File: src/rtl/haz_ctrl_pkg.sv
// Shared types, constants and parameter checks for the pipeline hazard controller.
//   inflight_t  : one tracked post-decode stage {valid, rd, reg_write, mem_read}
//   FWD_RF      : forward select meaning "take the register file value"
//   params_ok   : legality check of a controller parameter set
//   writes_src  : match rule between a tracked entry and a source operand
package haz_ctrl_pkg;

   localparam int unsigned RF_AW     = 5;
   localparam int unsigned FWD_RF    = 0;
   localparam int unsigned DEPTH_MIN = 2;
   localparam int unsigned DEPTH_MAX = 7;

   typedef struct packed {
      logic             valid;
      logic [RF_AW-1:0] rd;
      logic             reg_write;
      logic             mem_read;
   } inflight_t;

   function automatic logic params_ok(input int unsigned rf_address,
                                      input int unsigned depth,
                                      input int unsigned load_use_dist,
                                      input int unsigned fwd_w);
      return (rf_address >= 1) && (rf_address <= RF_AW) &&
             (depth >= DEPTH_MIN) && (depth <= DEPTH_MAX) &&
             (load_use_dist >= 1) && (load_use_dist <= depth - 1) &&
             (fwd_w == $clog2(depth));
   endfunction

   // x0 is hard-wired zero, so it never produces a forwardable result
   function automatic logic writes_src(input inflight_t        e,
                                       input logic [RF_AW-1:0] src,
                                       input logic             src_used);
      return e.valid && e.reg_write && (e.rd != '0) && src_used && (e.rd == src);
   endfunction

endpackage

File: src/rtl/pipe_hazard_ctrl_if.sv
// Handshake bundle between the datapath and the hazard controller.
//   master : datapath side, drives the ID/EX/memory status, receives controls
//   slave  : controller side
interface pipe_hazard_ctrl_if #(
   parameter int unsigned RF_ADDRESS = 5,
   parameter int unsigned FWD_W      = 2
);
   logic                  id_valid;
   logic [RF_ADDRESS-1:0] id_rs1;
   logic [RF_ADDRESS-1:0] id_rs2;
   logic                  id_uses_rs1;
   logic                  id_uses_rs2;
   logic [RF_ADDRESS-1:0] id_rd;
   logic                  id_reg_write;
   logic                  id_mem_read;
   logic                  ex_flush;
   logic                  mem_busy;

   logic                  if_stall;
   logic                  id_bubble;
   logic                  if_id_flush;
   logic                  id_ex_flush;
   logic                  pipe_hold;
   logic [FWD_W-1:0]      fwd_a;
   logic [FWD_W-1:0]      fwd_b;
   logic [31:0]           stall_cycles;
   logic [31:0]           flush_count;
   logic [31:0]           hold_cycles;

   modport master (
      output id_valid, id_rs1, id_rs2, id_uses_rs1, id_uses_rs2, id_rd,
             id_reg_write, id_mem_read, ex_flush, mem_busy,
      input  if_stall, id_bubble, if_id_flush, id_ex_flush, pipe_hold,
             fwd_a, fwd_b, stall_cycles, flush_count, hold_cycles
   );

   modport slave (
      input  id_valid, id_rs1, id_rs2, id_uses_rs1, id_uses_rs2, id_rd,
             id_reg_write, id_mem_read, ex_flush, mem_busy,
      output if_stall, id_bubble, if_id_flush, id_ex_flush, pipe_hold,
             fwd_a, fwd_b, stall_cycles, flush_count, hold_cycles
   );
endinterface

File: src/rtl/pipe_hazard_ctrl_fwd_select.sv
// fwd_select: youngest-match priority encoder for one EX operand.
//   older    : tracked entries 1..N (older[j] is pipeline entry j+1)
//   src      : EX source register, src_used: operand actually read
//   sel      : smallest matching entry index, FWD_RF when none
module fwd_select
   import haz_ctrl_pkg::*;
#(
   parameter int unsigned N             = 2,
   parameter int unsigned LOAD_USE_DIST = 1,
   parameter int unsigned FWD_W         = 2
) (
   input  inflight_t        older [N],
   input  logic [RF_AW-1:0] src,
   input  logic             src_used,
   output logic [FWD_W-1:0] sel
);

   // Scan oldest to youngest so the youngest match overwrites older ones;
   // loads still inside the load-use window have no result yet.
   always_comb begin
      sel = FWD_W'(FWD_RF);
      for (int j = int'(N) - 1; j >= 0; j--) begin
         if (writes_src(older[j], src, src_used) &&
             !(((j + 1) < int'(LOAD_USE_DIST)) && older[j].mem_read)) begin
            sel = FWD_W'(j + 1);
         end
      end
   end

endmodule

File: src/rtl/pipe_hazard_ctrl.sv
// pipe_hazard_ctrl: hazard and forwarding controller for the in-order pipeline.
// Tracks DEPTH post-decode stages (entry 0 = EX), raises load-use stalls,
// branch flushes and the memory-busy global hold, and selects EX operand sources.
//   clk, reset : clock, asynchronous active-high reset
//   bus        : pipe_hazard_ctrl_if.slave (ID info, flush/busy in; controls out)
// Build option: HAZ_PERF_EN adds saturating stall/flush/hold counters,
// otherwise the counter outputs are tied to 0.
module pipe_hazard_ctrl
   import haz_ctrl_pkg::*;
#(
   parameter int unsigned RF_ADDRESS    = 5,
   parameter int unsigned DEPTH         = 3,
   parameter int unsigned LOAD_USE_DIST = 1,
   parameter int unsigned FWD_W         = $clog2(DEPTH)
) (
   input logic               clk,
   input logic               reset,
   pipe_hazard_ctrl_if.slave bus
);

   if (!params_ok(RF_ADDRESS, DEPTH, LOAD_USE_DIST, FWD_W)) begin : g_param_check
      $error("pipe_hazard_ctrl: illegal RF_ADDRESS/DEPTH/LOAD_USE_DIST/FWD_W");
   end

   inflight_t        inflight_q [DEPTH];
   inflight_t        older      [DEPTH-1];
   logic [RF_AW-1:0] ex_rs1_q;
   logic [RF_AW-1:0] ex_rs2_q;
   logic             ex_use1_q;
   logic             ex_use2_q;

   logic [RF_AW-1:0] id_rs1_w;
   logic [RF_AW-1:0] id_rs2_w;
   logic             hold;
   logic             flush;
   logic             load_use_hit;
   logic             load_use;
   logic             id_take;
   inflight_t        id_entry;
   logic [FWD_W-1:0] fwd_a_c;
   logic [FWD_W-1:0] fwd_b_c;

   assign id_rs1_w = RF_AW'(bus.id_rs1);
   assign id_rs2_w = RF_AW'(bus.id_rs2);

   // Hazard decision: hold beats flush, flush beats load-use
   always_comb begin
      load_use_hit = 1'b0;
      for (int unsigned k = 0; k < LOAD_USE_DIST; k++) begin
         if (inflight_q[k].mem_read &&
             (writes_src(inflight_q[k], id_rs1_w, bus.id_uses_rs1) ||
              writes_src(inflight_q[k], id_rs2_w, bus.id_uses_rs2))) begin
            load_use_hit = 1'b1;
         end
      end
   end

   assign hold     = bus.mem_busy;
   assign flush    = bus.ex_flush && !hold;
   assign load_use = bus.id_valid && !bus.ex_flush && !hold && load_use_hit;
   assign id_take  = bus.id_valid && !load_use && !bus.ex_flush;

   assign bus.pipe_hold   = hold;
   assign bus.if_stall    = hold || load_use;
   assign bus.id_bubble   = load_use;
   assign bus.if_id_flush = flush;
   assign bus.id_ex_flush = flush;

   // Entry entering EX; fields are cleared for bubbles so nothing stale matches
   always_comb begin
      id_entry = '0;
      if (id_take) begin
         id_entry.valid     = 1'b1;
         id_entry.rd        = RF_AW'(bus.id_rd);
         id_entry.reg_write = bus.id_reg_write;
         id_entry.mem_read  = bus.id_mem_read;
      end
   end

   // In-flight tracking: shifts one stage per un-held edge
   always_ff @(posedge clk or posedge reset) begin
      if (reset) begin
         for (int unsigned k = 0; k < DEPTH; k++) inflight_q[k] <= '0;
         ex_rs1_q  <= '0;
         ex_rs2_q  <= '0;
         ex_use1_q <= 1'b0;
         ex_use2_q <= 1'b0;
      end else if (!hold) begin
         for (int unsigned k = DEPTH - 1; k > 0; k--) inflight_q[k] <= inflight_q[k-1];
         inflight_q[0] <= id_entry;
         ex_rs1_q      <= id_take ? id_rs1_w : '0;
         ex_rs2_q      <= id_take ? id_rs2_w : '0;
         ex_use1_q     <= id_take && bus.id_uses_rs1;
         ex_use2_q     <= id_take && bus.id_uses_rs2;
      end
   end

   // Entry 0 is the EX instruction itself and never a forwarding source
   always_comb begin
      for (int unsigned j = 0; j < DEPTH - 1; j++) older[j] = inflight_q[j+1];
   end

   fwd_select #(
      .N             (DEPTH - 1),
      .LOAD_USE_DIST (LOAD_USE_DIST),
      .FWD_W         (FWD_W)
   ) u_fwd_a (
      .older    (older),
      .src      (ex_rs1_q),
      .src_used (ex_use1_q),
      .sel      (fwd_a_c)
   );

   fwd_select #(
      .N             (DEPTH - 1),
      .LOAD_USE_DIST (LOAD_USE_DIST),
      .FWD_W         (FWD_W)
   ) u_fwd_b (
      .older    (older),
      .src      (ex_rs2_q),
      .src_used (ex_use2_q),
      .sel      (fwd_b_c)
   );

   assign bus.fwd_a = fwd_a_c;
   assign bus.fwd_b = fwd_b_c;

`ifdef HAZ_PERF_EN
   logic [31:0] stall_q;
   logic [31:0] flush_q;
   logic [31:0] hold_q;

   // Saturating event counters
   always_ff @(posedge clk or posedge reset) begin
      if (reset) begin
         stall_q <= '0;
         flush_q <= '0;
         hold_q  <= '0;
      end else begin
         if (load_use && (stall_q != '1)) stall_q <= stall_q + 32'd1;
         if (flush    && (flush_q != '1)) flush_q <= flush_q + 32'd1;
         if (hold     && (hold_q  != '1)) hold_q  <= hold_q  + 32'd1;
      end
   end

   assign bus.stall_cycles = stall_q;
   assign bus.flush_count  = flush_q;
   assign bus.hold_cycles  = hold_q;
`else
   assign bus.stall_cycles = '0;
   assign bus.flush_count  = '0;
   assign bus.hold_cycles  = '0;
`endif

endmodule

File: src/flat_wrapper.sv
// flat-port wrapper written by rule: the top's interface ports become plain ports
module pipe_hazard_ctrl_flat import haz_ctrl_pkg::*;
#(
   parameter int unsigned RF_ADDRESS    = 5,
   parameter int unsigned DEPTH         = 3,
   parameter int unsigned LOAD_USE_DIST = 1,
   parameter int unsigned FWD_W         = $clog2(DEPTH)
)
  (clk, reset, bus_id_valid, bus_id_rs1, bus_id_rs2, bus_id_uses_rs1, bus_id_uses_rs2, bus_id_rd, bus_id_reg_write, bus_id_mem_read, bus_ex_flush, bus_mem_busy, bus_if_stall, bus_id_bubble, bus_if_id_flush, bus_id_ex_flush, bus_pipe_hold, bus_fwd_a, bus_fwd_b, bus_stall_cycles, bus_flush_count, bus_hold_cycles);
  pipe_hazard_ctrl_if #(.RF_ADDRESS(RF_ADDRESS), .FWD_W(FWD_W)) bus_i ();
  input logic clk;
  input logic reset;
  input wire logic [$bits(bus_i.id_valid)-1:0] bus_id_valid;
  input wire logic [$bits(bus_i.id_rs1)-1:0] bus_id_rs1;
  input wire logic [$bits(bus_i.id_rs2)-1:0] bus_id_rs2;
  input wire logic [$bits(bus_i.id_uses_rs1)-1:0] bus_id_uses_rs1;
  input wire logic [$bits(bus_i.id_uses_rs2)-1:0] bus_id_uses_rs2;
  input wire logic [$bits(bus_i.id_rd)-1:0] bus_id_rd;
  input wire logic [$bits(bus_i.id_reg_write)-1:0] bus_id_reg_write;
  input wire logic [$bits(bus_i.id_mem_read)-1:0] bus_id_mem_read;
  input wire logic [$bits(bus_i.ex_flush)-1:0] bus_ex_flush;
  input wire logic [$bits(bus_i.mem_busy)-1:0] bus_mem_busy;
  output wire logic [$bits(bus_i.if_stall)-1:0] bus_if_stall;
  output wire logic [$bits(bus_i.id_bubble)-1:0] bus_id_bubble;
  output wire logic [$bits(bus_i.if_id_flush)-1:0] bus_if_id_flush;
  output wire logic [$bits(bus_i.id_ex_flush)-1:0] bus_id_ex_flush;
  output wire logic [$bits(bus_i.pipe_hold)-1:0] bus_pipe_hold;
  output wire logic [$bits(bus_i.fwd_a)-1:0] bus_fwd_a;
  output wire logic [$bits(bus_i.fwd_b)-1:0] bus_fwd_b;
  output wire logic [$bits(bus_i.stall_cycles)-1:0] bus_stall_cycles;
  output wire logic [$bits(bus_i.flush_count)-1:0] bus_flush_count;
  output wire logic [$bits(bus_i.hold_cycles)-1:0] bus_hold_cycles;
  assign bus_i.id_valid = bus_id_valid;
  assign bus_i.id_rs1 = bus_id_rs1;
  assign bus_i.id_rs2 = bus_id_rs2;
  assign bus_i.id_uses_rs1 = bus_id_uses_rs1;
  assign bus_i.id_uses_rs2 = bus_id_uses_rs2;
  assign bus_i.id_rd = bus_id_rd;
  assign bus_i.id_reg_write = bus_id_reg_write;
  assign bus_i.id_mem_read = bus_id_mem_read;
  assign bus_i.ex_flush = bus_ex_flush;
  assign bus_i.mem_busy = bus_mem_busy;
  assign bus_if_stall = bus_i.if_stall;
  assign bus_id_bubble = bus_i.id_bubble;
  assign bus_if_id_flush = bus_i.if_id_flush;
  assign bus_id_ex_flush = bus_i.id_ex_flush;
  assign bus_pipe_hold = bus_i.pipe_hold;
  assign bus_fwd_a = bus_i.fwd_a;
  assign bus_fwd_b = bus_i.fwd_b;
  assign bus_stall_cycles = bus_i.stall_cycles;
  assign bus_flush_count = bus_i.flush_count;
  assign bus_hold_cycles = bus_i.hold_cycles;
  pipe_hazard_ctrl #(.RF_ADDRESS(RF_ADDRESS), .DEPTH(DEPTH), .LOAD_USE_DIST(LOAD_USE_DIST), .FWD_W(FWD_W)) u_core (.clk(clk), .reset(reset), .bus(bus_i));
endmodule
File: config.mk
export PLATFORM = sky130hd
export DESIGN_NAME = pipe_hazard_ctrl_flat
export DESIGN_NICKNAME = d
export VERILOG_FILES = /design/src/rtl/haz_ctrl_pkg.sv /design/src/rtl/pipe_hazard_ctrl_if.sv /design/src/rtl/pipe_hazard_ctrl_fwd_select.sv /design/src/rtl/pipe_hazard_ctrl.sv /design/src/flat_wrapper.sv
export SDC_FILE = /design/constraint.sdc
export NUM_CORES = 1
export LEC_CHECK = 0
export BUFFER_PORTS_ARGS = -buffer_cell sky130_fd_sc_hd__clkbuf_2
export CAP_MARGIN = 20
export CELL_PAD_IN_SITES_DETAIL_PLACEMENT = 2
export CELL_PAD_IN_SITES_GLOBAL_PLACEMENT = 2
export CORE_UTILIZATION = 27
export CTS_BUF_LIST = sky130_fd_sc_hd__clkbuf_16
export CTS_CLUSTER_SIZE = 30
export DETAILED_ROUTE_END_ITERATION = 8
export MAX_ROUTING_LAYER = met4
export PLACE_DENSITY = 0.82
export SLEW_MARGIN = 10
export SYNTH_ARGS = -nofsm -noshare
export SYNTH_HDL_FRONTEND = slang
export SYNTH_SLANG_ARGS = --single-unit
File: constraint.sdc
create_clock -name clk -period 2.2 [get_ports clk]
set_input_delay 0.33 -clock clk [delete_from_list [all_inputs] [get_ports clk]]
set_output_delay 0.33 -clock clk [all_outputs]
set_load 0.02 [all_outputs]
==> summary by stage, run 1 <==
Yosys
The total of warnings raised by yosys is 0. In this run the cell area of the synthesized design comes to between 2000 and 3000 sq um. In the synthesized netlist, the cells that appear most often are 98 x sky130_fd_sc_hd__buf_4, 34 x sky130_fd_sc_hd__dfrtp_1, 23 x sky130_fd_sc_hd__nand2_1, 22 x sky130_fd_sc_hd__xnor2_1. For this run, the register share of the synthesized area comes to between 30% and 40%. The number of standard cells after synthesis is 278. By area the synthesized netlist is led by sky130_fd_sc_hd__dfrtp_1 32%, sky130_fd_sc_hd__buf_4 27%, sky130_fd_sc_hd__xnor2_1 7.2%, sky130_fd_sc_hd__a32oi_1 6.2%, sky130_fd_sc_hd__o21ai_2 6.2%.

The share of the synthesized area in compound gates (AO/OA/AOI/OAI) is 14.5%. In the synthesized netlist the dominant register cell turns out to be sky130_fd_sc_hd__dfrtp_1. The average instance area after synthesis is 9.67 sq um. The biggest area contributor in the post-synthesis netlist is sky130_fd_sc_hd__dfrtp_1. The share of the synthesized netlist area taken by xor and xnor gates is 9.77%. For this run, asynchronously set or reset flops after synthesis account for 100%. The number of library cell types mapped by synthesis is 27. Summing the areas of all fa, ha and maj instances in the mapped netlist gives 0% of the synthesized area. The area share of the leading cell type in the synthesized netlist is 31.6%. After synthesis, the share of cell area in mux cells is 5.86%. The basic-gate share of the synthesized area counting and, or, nand and nor cells is 7.72%.

In this run, synthesis produced a sequential element count of 34. The main combinational cell family by area after synthesis is buffers and inverters. The most repeated cell in the gate-level netlist after synthesis is sky130_fd_sc_hd__buf_4. The number of enable-type register cells in the synthesized netlist is 0.

Final layout
The share of layout cells above drive strength 1 is 31.4%. The layout overhead on the synthesized area is 8.28%. The number of cells in the finished layout apart from fillers is 451.

The layout has 1115 filler cells. With fillers left out, the area of the finished cells amounts to between 2000 and 3000 sq um. The antenna cell count is 0.

The post-layout utilization of the core is 29.9%. The net count of the finished layout is 341.

Global route
Global routing consumed, on the met1 layer, 15.1% of the routing resources. The via count of the first global-routing pass is 1903. Global routing used 26.6% of the available met2 tracks. Entering global routing, the biggest net connects 41 pins. The initial antenna violation count is 0. The aggregate global-route resource usage is about 14%.

The peak-usage layer in the global routing report is met2. The first global-routing pass estimated 10500 microns of wire. Global routing consumed, on the met3 layer, 1.86% of the routing resources.

For this run the aggregate overflow at the end of global routing stands at 0.

Clock network
After clock tree synthesis, the clock-pin slew on the worst setup and hold paths is 0.06 ns. The root cell of the clock tree is sky130_fd_sc_hd__clkbuf_16. TritonCTS built the clock tree.

The clock latency on the worst-skew pair is 0.28 ns. The CTS H-tree depth is 2. After clock tree synthesis, the flow added hold-fix buffers numbering 0. The TritonCTS sink count is 34. The number of buffers on the longest clock path is 2. Buffers inserted during clock tree synthesis total 5.

Timing
The ratio of final minimum period to clock period is 99.9%. Setup repair after global routing could not meet its margin everywhere. On the final layout, the worst clock skew is approximately 0.0029 ns. The total count of hold-check failures in the final report is 0. The maximum operating frequency is 0.455 GHz. The smallest clock period supported by the final layout is computed as 2.20 ns. Setup violations remaining at the end of the flow were counted as 0.

The max-slew violation count is 0.

Power
The share of total power in sequential cells is 36.8%. The switching power as a share of total power is 33.8%. The power spent charging and discharging nets is 0.000733 W.

The power per cell area is 744 nW/um^2. The part of the total power dissipated in the clock network is ~37%. Internal power comes to 0.00143 W. In this run the static leakage power is between 1 and 1.5 nW. The power share of the combinational group is around a quarter. Across the VDD grid, the largest voltage drop is ~0.00028 V. The power consumption is 0.00217 W.

Worst setup path
The end of the worst register-to-register path is u_core.ex_rs2_q[1]$_DFFE_PP0N_. The number of cell instances on the worst register-to-register path is 6. The critical path in this run is classified as flop to output pin.

The highest net fanout along the worst path is 2. The worst reg2reg path startpoint is u_core.inflight_q[20]$_DFFE_PP0N_. Data arrives at the worst endpoint at 1.87 ns. The setup slack of the worst register-to-register path is around 0.4 ns. STA classifies the critical path startpoint as a flop. The required time at the endpoint of the critical path is 1.87 ns. STA classifies the critical path endpoint as an output pin.

Placed design
Detailed placement ended at an HPWL of approximately 5200 microns. The routability congestion estimate from global placement is between 0.8 and 0.9. Including well taps, the total number of placed cells is 437. In this run the cell area measured after placement is 2640 sq um.

Buffers placed on the I/O ports in this run total 32.

Route
The wire length per cell is 15.5 microns. Dividing the detail-routed via count by the number of cells gives 4.15. The number of detailed-route iterations in the first pass is 4. After detailed routing, the number of remaining DRC violations is 0. Once detail routing completed, the nets flagged for antenna violations numbered 0. For this block, the routed nets add up to roughly 7000 microns of wire.

The total via count in the routed design is 1870. For this block, the initial DRC count from the detailed router was 32.

Die
The core box area is 9730 sq um. The die is 102 microns tall. The die span in x is 102 microns.

The die covers about 10000 sq um. The row count is 36. 129 I/O pins were placed. The effective utilization at floorplan is 27.6%.

Status
The run finished with clean final reports.

Flow run
The number of maximum-capacitance constraint violations is 0.

Min path
In this run the worst hold path is classified as primary input to async pin.
-- final cells by class --
type / instances / area (sq um) / area share, %
clock inverter: 3 / 40.0 / 1.38
tap: 133 / 166 / 5.72
timing repair buffer: 47 / 290 / 9.97
clock buffer: 5 / 125 / 4.30
inverter: 3 / 11.3 / 0.387
multi-input combinational: 226 / 1430 / 49.0
sequential: 34 / 852 / 29.3
-- state kept, by name, indices dropped and copies added, names as in the netlist --
register	flops
u_core.ex_use2_q	1
u_core.ex_use1_q	1
u_core.ex_rs2_q	5
u_core.inflight_q	22
u_core.ex_rs1_q	5
-- per-layer routing --
| layer | vias up | wire length [microns] |
|---|---|---|
| li1 | 842 | - |
| met5 | - | 0 |
| met3 | 10 | 267 |
| met1 | 954 | 2730 |
| met4 | 0 | 127 |
| met2 | 64 | 3880 |
-- how the worst max path moves through the flow --
stage	startpoint	to	slack (ns)	cells past startpoint
finish	u_core.inflight_q[18]$_DFFE_PP0N_	bus_if_stall	0.003	5
global route	u_core.inflight_q[12]$_DFFE_PP0N_	bus_fwd_b[1]	-0.09	5
CTS	u_core.inflight_q[12]$_DFFE_PP0N_	bus_fwd_b[1]	-0.07	5
detailed placement	u_core.inflight_q[12]$_DFFE_PP0N_	bus_fwd_a[1]	0.19	5
global placement	u_core.inflight_q[12]$_DFFE_PP0N_	bus_fwd_a[1]	0.23	5
floorplan	u_core.inflight_q[10]$_DFFE_PP0N_	bus_fwd_a[1]	0.06	4
-- power by group through the flow --
stage	Sequential (W)	Combinational, W	Clock, W
after floorplan	0.000779	0.000528	0
after global placement	0.000801	0.000489	0
after detailed placement	0.000812	0.000514	0
after CTS	0.000798	0.000549	0.000823
after global routing	0.000808	0.000609	0.000848
final	0.000797	0.000562	0.000807
-- metrics by stage --
stage / setup WS, ns / TNS [ns] / hold WS (ns)
global placement: 0.229 / 0 / 0.433
global route: -0.0881 / -0.305 / 0.165
CTS: -0.0749 / -0.162 / 0.140
finish: 0.00279 / 0 / 0.120
detailed placement: 0.192 / 0 / 0.443
floorplan: 0.0556 / 0 / 0.468
-- cells by family after synthesis --
group | count (synthesis)
mux | 14
buf+inv | 113
flops | 34
xor+xnor | 30
simple gates | 41
compound gates | 45
other cells | 1
-- worst max-delay path: stages (launching register included) --
cell	delay, ns
sky130_fd_sc_hd__dfrtp_1	0.39
sky130_fd_sc_hd__or4_4	0.54
sky130_fd_sc_hd__o2111ai_2	0.20
sky130_fd_sc_hd__inv_1	0.08
sky130_fd_sc_hd__a31o_1	0.21
sky130_fd_sc_hd__buf_2	0.15
-- placed cells by master (no fill, tap or decap), types with 5 or more instances in the layout --
master and instances:
sky130_fd_sc_hd__clkbuf_16 5, sky130_fd_sc_hd__xnor2_1 21, sky130_fd_sc_hd__clkbuf_2 27, sky130_fd_sc_hd__a32oi_1 19, sky130_fd_sc_hd__xor2_1 8, sky130_fd_sc_hd__mux2_2 14
sky130_fd_sc_hd__conb_1 96, sky130_fd_sc_hd__nand2_1 23, sky130_fd_sc_hd__o21ai_2 19, sky130_fd_sc_hd__buf_4 17, sky130_fd_sc_hd__dfrtp_1 33
-- timing repair --
action                                  in CTS  in global routing
gates cloned                                 0                  0
pin swaps                                    6                  2
endpoints found under the setup margin       4                  6
buffers inserted                             5                  1
gates resized for setup                      7                 13
Power figures use the tool's default switching activity.
==> inputs of run 2 (changes only) <==
Settings changed: CTS_BUF_LIST sky130_fd_sc_hd__clkbuf_16 to sky130_fd_sc_hd__clkbuf_4, SLEW_MARGIN 10 to 20.
==> summary by stage, run 2 (same netlist as run 1, synthesis figures left out) <==
Status
Result of the run: finished with violations (was completed). The checks that failed: negative setup slack.

Final layout
The post-layout utilization of the core is 29.5% (was 29.9%). Biggest registers after layout: u_core.inflight_q: 22 flops, u_core.ex_rs1_q: 5 flops, u_core.ex_rs2_q: 5 flops (unchanged). The share of layout cells above drive strength 1 is 32.4% (was 31.4%). The layout filler cell count is 1130 (was 1115). The number of flip-flops in the largest register was 22 (unchanged). The net count of the finished layout is 344 (was 341). Most frequent cells in the layout: 96 x sky130_fd_sc_hd__conb_1, 33 x sky130_fd_sc_hd__dfrtp_1, 26 x sky130_fd_sc_hd__clkbuf_2 (was 96 x sky130_fd_sc_hd__conb_1, 33 x sky130_fd_sc_hd__dfrtp_1, 27 x sky130_fd_sc_hd__clkbuf_2). The most common cell after layout, fill and taps aside is sky130_fd_sc_hd__conb_1 (unchanged).

The layout overhead on the synthesized area is 6.70% (was 8.28%). The number of cells in the finished layout apart from fillers came to 455 (was 451). The register name with the most flops is u_core.inflight_q (unchanged).

Route
The detailed-route wire length is 7400 microns (was 7010 microns). The total DRC errors in the routed layout is 0 (unchanged). The number of vias per cell is 4.20 (was 4.15). The initial DRC count is 93 (was 32). The wire length per cell is 16.3 microns (was 15.5 microns). The total via count in the routed design is 1911 (was 1870).

The number of detailed-route iterations in the first pass came to 4 (unchanged). The remaining antenna violation count was 0 (unchanged).

Worst setup path
The critical path startpoint category is a flop (unchanged). The kind of cell with the highest combined delay on the critical path is simple AND/OR/NAND/NOR gates (unchanged). The buffering stage count on the worst path with inverters included came to 2 (unchanged). The critical path launch point is u_core.inflight_q[18]$_DFFE_PP0N_ (unchanged). The endpoint class of the critical path is an output pin (unchanged). The total stage count of the critical path was 5 (unchanged). The setup slack of the worst register-to-register path is 0.21 ns (was 0.41 ns). The longest individual stage delay on the worst path is 0.54 ns (about the same).

The cell with the largest stage delay on the worst path is sky130_fd_sc_hd__or4_4 (unchanged). The critical path arrival came to 1.96 ns (was 1.87 ns). Series of cell instances along the critical path: or4_4 > o2111ai_2 > inv_1 > a31o_1 > clkbuf_8 (was or4_4 > o2111ai_2 > inv_1 > a31o_1 > buf_2). The number of cell instances on the worst register-to-register path is 7 (was 6). The required time at the endpoint of the critical path came to 1.87 ns (about the same). The kind of critical path is flop to output pin (unchanged). The highest net fanout along the worst path is 2 (unchanged). The end of the worst register-to-register path is u_core.ex_rs2_q[2]$_DFFE_PP0N_ (was u_core.ex_rs2_q[1]$_DFFE_PP0N_). The worst reg2reg path startpoint is u_core.inflight_q[18]$_DFFE_PP0N_ (was u_core.inflight_q[20]$_DFFE_PP0N_). The end point of the critical path was bus_if_stall (unchanged).

Clock network
The TritonCTS sink count was 34 (unchanged). The CTS H-tree depth is 2 (unchanged). The number of buffers on the longest clock path is 2 (unchanged). The clock-pin slew of the registers on the worst-case setup and hold paths came to 0.12 ns (was 0.06 ns). The CTS tree is yes (unchanged). The number of CTS-inserted buffers is 5 (unchanged). The number of hold buffers added after CTS was 0 (unchanged).

The clock latency on the worst-skew pair was 0.35 ns (was 0.28 ns). The root cell of the clock tree was sky130_fd_sc_hd__clkbuf_4 (was sky130_fd_sc_hd__clkbuf_16).

Die
The row count is 36 (unchanged). The die area came to 10400 sq um (unchanged). The I/O pin count is 129 (unchanged). The die span in x came to 102 microns (unchanged).

The effective utilization at floorplan is 27.6% (unchanged). The core box area is 9730 sq um (unchanged). The die boundary height is 102 microns (unchanged).

Placed design
The HPWL after detailed placement is 5210 microns (unchanged). The number of buffers added on ports came to 32 (unchanged). The post-placement cell count was 437 (unchanged). The routability congestion estimate from global placement is 0.819 (unchanged).

Global route
The maximum number of pins on one net before global-route repair is 41 (unchanged). The aggregate global-route resource usage is 14.3% (about the same). The first-pass GRT wire length is 10500 microns (about the same). The initial antenna violation count was 1 (was 0). The remaining global-route overflow is 0 (unchanged). The via count of the first global-routing pass is 1846 (was 1903).

Timing
The final worst setup slack is -0.0902 ns (was 0.00279 ns). The minimum period implied by the final worst setup slack came to 2.29 ns (was 2.20 ns). The worst clock skew came to 0.00669 ns (was 0.00290 ns). The final setup violation count is 6 (was 0).

The total count of hold-check failures in the final report is 0 (unchanged). Unrepaired setup endpoints after global routing: yes (unchanged). The ratio of final minimum period to clock period was 104% (was 99.9%). The max-slew violation count is 0 (unchanged). The maximum operating frequency was 0.437 GHz (was 0.455 GHz).

Flow run
The number of maximum-capacitance constraint violations is 0 (unchanged).

Power
The largest vdd supply drop is 0.000209 V (was 0.000285 V). The power consumption was 0.00184 W (was 0.00217 W). The power per cell area came to 643 nW/um^2 (was 744 nW/um^2).

The total leakage power is 1.36 nW (was 1.38 nW).

Min path
The class of the most critical hold timing path is primary input to async pin (unchanged).
run 2: cell count changes in the layout (fill, tap and decap cells not counted), sizes merged:
cell   change
buf        +3
diode      +1
run 2: stage by stage:
step                hold WS, ns  TNS [ns]  cell area (sq um)  setup WS, ns
floorplan                 0.468         0               3050        0.0556
global placement          0.433         0               2640         0.229
detailed placement        0.443         0               2640         0.192
CTS                      0.0451    -0.600               2800        -0.161
global route             0.0754    -0.970               2870        -0.186
finish                   0.0362    -0.424               2870       -0.0902
run 2: layer usage:
layer  wire [microns]  GRT usage, %  vias to the layer above
li1                 -             -                      853
met1             2980          16.4                      970
met2             4000          25.3                       81
met3              292          1.52                        7
met4              121          5.69                        0
met5                0             -                        -
run 2: area by class of cell:
| type | instances | area, sq um | area share [%] |
|---|---|---|---|
| clock buffer | 5 | 37.5 | 1.31 |
| multi-input combinational | 226 | 1430 | 49.9 |
| inverter | 3 | 11.3 | 0.392 |
| timing repair buffer | 50 | 328 | 11.4 |
| clock inverter | 3 | 40.0 | 1.40 |
| antenna | 1 | 2.50 | 0.0872 |
| tap | 133 | 166 | 5.80 |
| sequential | 34 | 852 | 29.7 |
run 2: repair_timing:
item                       CTS  global route
buffers inserted             7             2
pin swaps                    8             5
hold endpoints to repair     0             0
setup endpoints to repair    4             6
gates resized for setup      9            16
run 2: tightest hold or removal path, cell delays in order:
cell and delay (ns):
sky130_fd_sc_hd__clkbuf_2 0.08, sky130_fd_sc_hd__inv_1 0.04, sky130_fd_sc_hd__buf_4 0.39
run 2: power by group:
group / leakage (nW) / internal (W) / switching [W]
sequential: 0.441 / 0.000699 / 0.0000981
combinational: 0.871 / 0.000205 / 0.000362
clock: 0.0450 / 0.000235 / 0.000244
run 2: how the worst min path moves through the flow:
stage	slack [ns]	endpoint
floorplan	0.47	u_core.ex_rs1_q[0]$_DFFE_PP0N_
global placement	0.43	u_core.inflight_q[9]$_DFFE_PP0N_
detailed placement	0.44	u_core.inflight_q[9]$_DFFE_PP0N_
CTS	0.05	u_core.inflight_q[9]$_DFFE_PP0N_
global route	0.08	u_core.inflight_q[22]$_DFFE_PP0N_
finish	0.04	u_core.inflight_q[22]$_DFFE_PP0N_
